`src/rtl/onehot_to_bin.sv`:
```
// Registered one-hot to binary encoder behind a single-entry valid/ready slot.
// Malformed words (zero-hot or multi-hot) are flagged and counted for debug.
module onehot_to_bin #(
   parameter int ONEHOT_WIDTH = 16,
   parameter int BINARY_WIDTH = 4,
   parameter int ERRCNT_WIDTH = 8
) (
   input  logic                    clk,
   input  logic                    reset,
   input  logic                    in_valid,
   output logic                    in_ready,
   input  logic [ONEHOT_WIDTH-1:0] onehot,
   output logic                    out_valid,
   input  logic                    out_ready,
   output logic [BINARY_WIDTH-1:0] binary,
   output logic                    out_err,
   output logic [ERRCNT_WIDTH-1:0] err_count,
   input  logic                    err_clear
);

   // Reject parameter combinations the encoder cannot represent
   if (ONEHOT_WIDTH < 2) begin : g_bad_onehot_width
      $error("onehot_to_bin: ONEHOT_WIDTH must be >= 2");
   end
   if (BINARY_WIDTH != $clog2(ONEHOT_WIDTH)) begin : g_bad_binary_width
      $error("onehot_to_bin: BINARY_WIDTH must equal $clog2(ONEHOT_WIDTH)");
   end

   logic                    accept;
   logic                    malformed;
   logic [BINARY_WIDTH-1:0] enc;

   assign in_ready = !out_valid || out_ready;
   assign accept   = in_valid && in_ready;

   // Clearing the lowest set bit leaves something only when two or more bits are set
   assign malformed = (onehot == '0) ||
                      ((onehot & (onehot - ONEHOT_WIDTH'(1))) != '0);

   // Scan downward so the lowest set bit wins on multi-hot words
   always_comb begin
      enc = '0;
      for (int i = ONEHOT_WIDTH - 1; i >= 0; i--) begin
         if (onehot[i]) begin
            enc = BINARY_WIDTH'(i);
         end
      end
   end

   always_ff @(posedge clk or posedge reset) begin
      if (reset) begin
         out_valid <= 1'b0;
         binary    <= '0;
         out_err   <= 1'b0;
      end else if (accept) begin
         out_valid <= 1'b1;
         binary    <= enc;
         out_err   <= malformed;
      end else if (out_ready) begin
         out_valid <= 1'b0;
      end
   end

   // Clear outranks a same-cycle malformed accept; the count sticks at all-ones
   always_ff @(posedge clk or posedge reset) begin
      if (reset) begin
         err_count <= '0;
      end else if (err_clear) begin
         err_count <= '0;
      end else if (accept && malformed && (err_count != '1)) begin
         err_count <= err_count + ERRCNT_WIDTH'(1);
      end
   end

endmodule

```
`config.mk`:
```
export PLATFORM = sky130hd
export DESIGN_NAME = onehot_to_bin
export DESIGN_NICKNAME = d
export VERILOG_FILES = /design/src/rtl/onehot_to_bin.sv
export SDC_FILE = /design/constraint.sdc
export NUM_CORES = 1
export LEC_CHECK = 0
export CELL_PAD_IN_SITES_DETAIL_PLACEMENT = 1
export CELL_PAD_IN_SITES_GLOBAL_PLACEMENT = 1
export CORE_AREA = 2 2 68 70
export CTS_BUF_LIST = sky130_fd_sc_hd__clkbuf_16
export DETAILED_ROUTE_END_ITERATION = 16
export DIE_AREA = 0 0 70 72
export GPL_ROUTABILITY_DRIVEN = 0
export PLACE_DENSITY_LB_ADDON = 0.1
export SLEW_MARGIN = 20
export SYNTH_ARGS = -nofsm -noshare
export SYNTH_HDL_FRONTEND = slang
export SYNTH_SLANG_ARGS = --single-unit
```
`constraint.sdc`:
```
create_clock -name clk -period 3.1 [get_ports clk]
set_clock_uncertainty 0.05 [all_clocks]
set_input_delay 0.465 -clock clk [delete_from_list [all_inputs] [get_ports clk]]
set_output_delay 0.465 -clock clk [all_outputs]
set_load 0.005 [all_outputs]
```
==> results.txt <==
Setup crit end = err_count[5]
Critical path startpoint = onehot[7]
Fmax = 342 MHz
Worst R2R End = err_count[4]
XOR/XNOR share of the synthesized area = 0.848%
Maximum Capacitance Violations = 0
Antenna Cells = 0
Leakage power = 0.638 nW
Cell count after placement = 222
Synth Area in Simple Gates = 31.5%
I/O pin count = 36
Final ANT Viol Nets = 0
Hold Startpoint = binary[1]
Placeable core region = 4260 um2
CTS Buf Count = 3
Synth-to-Final Area Change = 57.7%
Hold bufs inserted after CTS = 0
Crit start category = primary input
Synth Cell Area = 1030 um2
Slowest Stage Delay on Critical Path = 0.60 ns
Initial antenna violation count = 0
Fin. max-slew vios = 0
RSZ-0062 raised after global routing = false
Initial DRC count = 50
Initial core utilization = 24.2%
Final core utilization = 38.2%
Flop-to-flop setup slack = 1.06 ns
Yosys top cell area share = 33.9%
Clock-pin slew on the worst setup and hold paths = 0.05 ns
Netlist cell types = 39
Min Tclk post-route = 2.93 ns
Largest net degree at the start of global routing = 15
Kind of path behind the tightest hold check = flop to flop
Status = completed
Pwr/cell area = 348 nW/um2
WP data arrival = 3.00 ns
Synth Register Bits = 14
Syn_nets = 145
R2r worst-path depth = 5
Worst path bufs/invs = 2
Most common cell after layout, fill and taps aside = clkdlybuf4s50_1
Total congestion overflow = 0
Ys Warns = 0
Hold violation count in the final report = 0
Setup bufs post-CTS = 0
Largest cells by area after synthesis = dfrtp_1, nor2_1, o21ai_0
Largest family of logic cells by synthesized area = simple AND/OR/NAND/NOR gates
Slowest-stage cell, CP = or4_4
Critical Path Sink Type = flop
DRC viols = 0
Clock Sink Count = 14
Register area share after synthesis = 33.9%
Post-route setup slack = 0.173 ns
Clock Root Buffer = clkbuf_16
Crit path depth = 9
DR vias = 1120
Avg Inst Size Synth = 8.39 um2
First-pass GRT wire length = 5380 um
Synth Instances = 123
Vias in the first global route = 1104
Synth area leader = dfrtp_1
Die outline area = 5040 um2
Nets = 197
Post-Layout Inst Area = 1630 um2
Die span in x = 70 um
VDD IR max = 0.221 mV
Avg WL per Cell = 14.1 um
Post-synthesis adder-cell area fraction = 1.21%
Post-detailed-routing wire length = 3190 um
H-tree levels = 1
CP Cell Sequence = clkdlybuf4s50_1 -> or4_4 -> nor3_1 -> buf_4 -> mux2i_1 -> nor4_2 -> and2_2 -> nor4_1 -> mux2_1
FP Rows = 24
Final HPWL from detailed placement = 2570 um
Fin cells = 226
Most frequent cells in the layout = clkdlybuf4s50_1, buf_4, nor2_1
Setup Crit Path Kind = primary input to flop
Pre-CTS setup slack = -0.244 ns
GRT Total Usage = 13.1%
Worst relative slew slack = 45.4%
Die H = 72 um
Vias per cell = 4.96
Crit-path max FO = 8
Area fraction in compound gates after synthesis = 21.3%
First-pass DRT Iterations = 4
Count of final setup violators = 0
Final period util = 94.4%
Multiplexer share of the synthesized area = 6.67%
Req. time, crit path = 3.18 ns
CTS tree = done
Worst-Margin Slew = 0.813 ns
Max Root-Sink Buffers = 2
Post-cts resize count = 0
Layout cells sized above 1 = 15.5%
Worst path top cell family by delay = simple AND/OR/NAND/NOR gates
Clk Latency, worst-skew pair = 0.24 ns
I/O Buffers = 35
DP Area = 1540 um2
Start of the worst register-to-register path = err_count[0]
==> power by group <==
| part | internal (mW) | switching, mW | leakage (nW) |
|---|---|---|---|
| combinational | 0.0681 | 0.0525 | 0.413 |
| clock | 0.171 | 0.0768 | 0.0385 |
| sequential | 0.192 | 0.00632 | 0.186 |
| total | 0.431 | 0.136 | 0.638 |
==> Yosys cell counts <==
cell	n
mux2i_1	2
nor3_1	6
nand2_1	9
xnor2_1	1
and2_1	2
a211oi_1	1
a221oi_1	1
a2111oi_4	1
or2_2	1
o31ai_1	3
a21oi_1	8
or4_1	4
buf_2	1
nor4_2	1
o41ai_1	2
nor3_2	1
mux2_4	1
inv_1	6
o32ai_1	1
o21ai_0	10
nor3b_1	1
nand3b_1	1
or3_1	1
nand4_1	3
nand2b_1	4
mux2_1	3
or4_4	1
buf_6	1
nand3_1	1
and4_1	1
ha_1	1
nor4_1	3
nor2b_1	4
dfrtp_1	14
nor2_1	15
clkbuf_1	2
a222oi_1	1
a31oi_1	2
o21bai_1	2
==> through the flow <==
step	power, mW	setup TNS, ns	hold WS [ns]
floorplan	0.242	0	0.304
global placement	0.319	-0.633	0.418
detailed placement	0.323	-1.39	0.423
CTS	0.577	0	0.439
global route	0.597	0	0.468
finish	0.566	0	0.429
==> layer usage <==
metal	up-vias	share of wire [%]	wire, um	global-route usage (%)
li1	563	-	-	-
met1	530	46	1460	17.5
met4	0	0.31	10	1.92
met2	24	49	1580	22.4
met3	3	4.4	139	2.92
met5	-	0	0	0
==> worst min path at each step <==
stage	endpoint	slack, ns	cells after the start
after floorplan	binary[0]	0.30	1
after global placement	binary[1]	0.42	2
after detailed placement	binary[1]	0.42	2
after CTS	binary[1]	0.44	2
after global routing	binary[1]	0.47	2
final	binary[1]	0.43	2
==> kinds of logic (layout without fill, tap and decap cells) <==
| logic type | after synthesis | in the layout |
|---|---|---|
| AOI/OAI and AO/OA | 32 | 32 |
| muxes | 6 | 6 |
| buffers and inverters | 10 | 61 |
| adders and majority gates | 1 | 1 |
| xor gates and xnor gates | 1 | 1 |
| and+or+nand+nor | 59 | 59 |
| DFF | 14 | 14 |
==> cell type report <==
class / instances / area (um2)
clock buffers: 3 / 75.1
clock inverters: 1 / 3.75
fillers: 508 / 2640
inverters: 6 / 22.5
multi-input cells: 99 / 641
flip-flops and latches: 14 / 350
well taps: 52 / 65.1
repair buffers: 51 / 470
==> state kept, by name, indices dropped and copies added, names as in the netlist <==
name	count
out_valid	1
out_err	1
err_count	8
binary	4
==> worst register-to-register path: stages (launching register included) <==
cell     delay [ns]
dfrtp_1        0.41
ha_1           0.23
nand2_1        0.09
nor3_1         0.64
nor3_1         0.16
mux2_1         0.34
No activity file was read; power rests on OpenSTA's default activity.
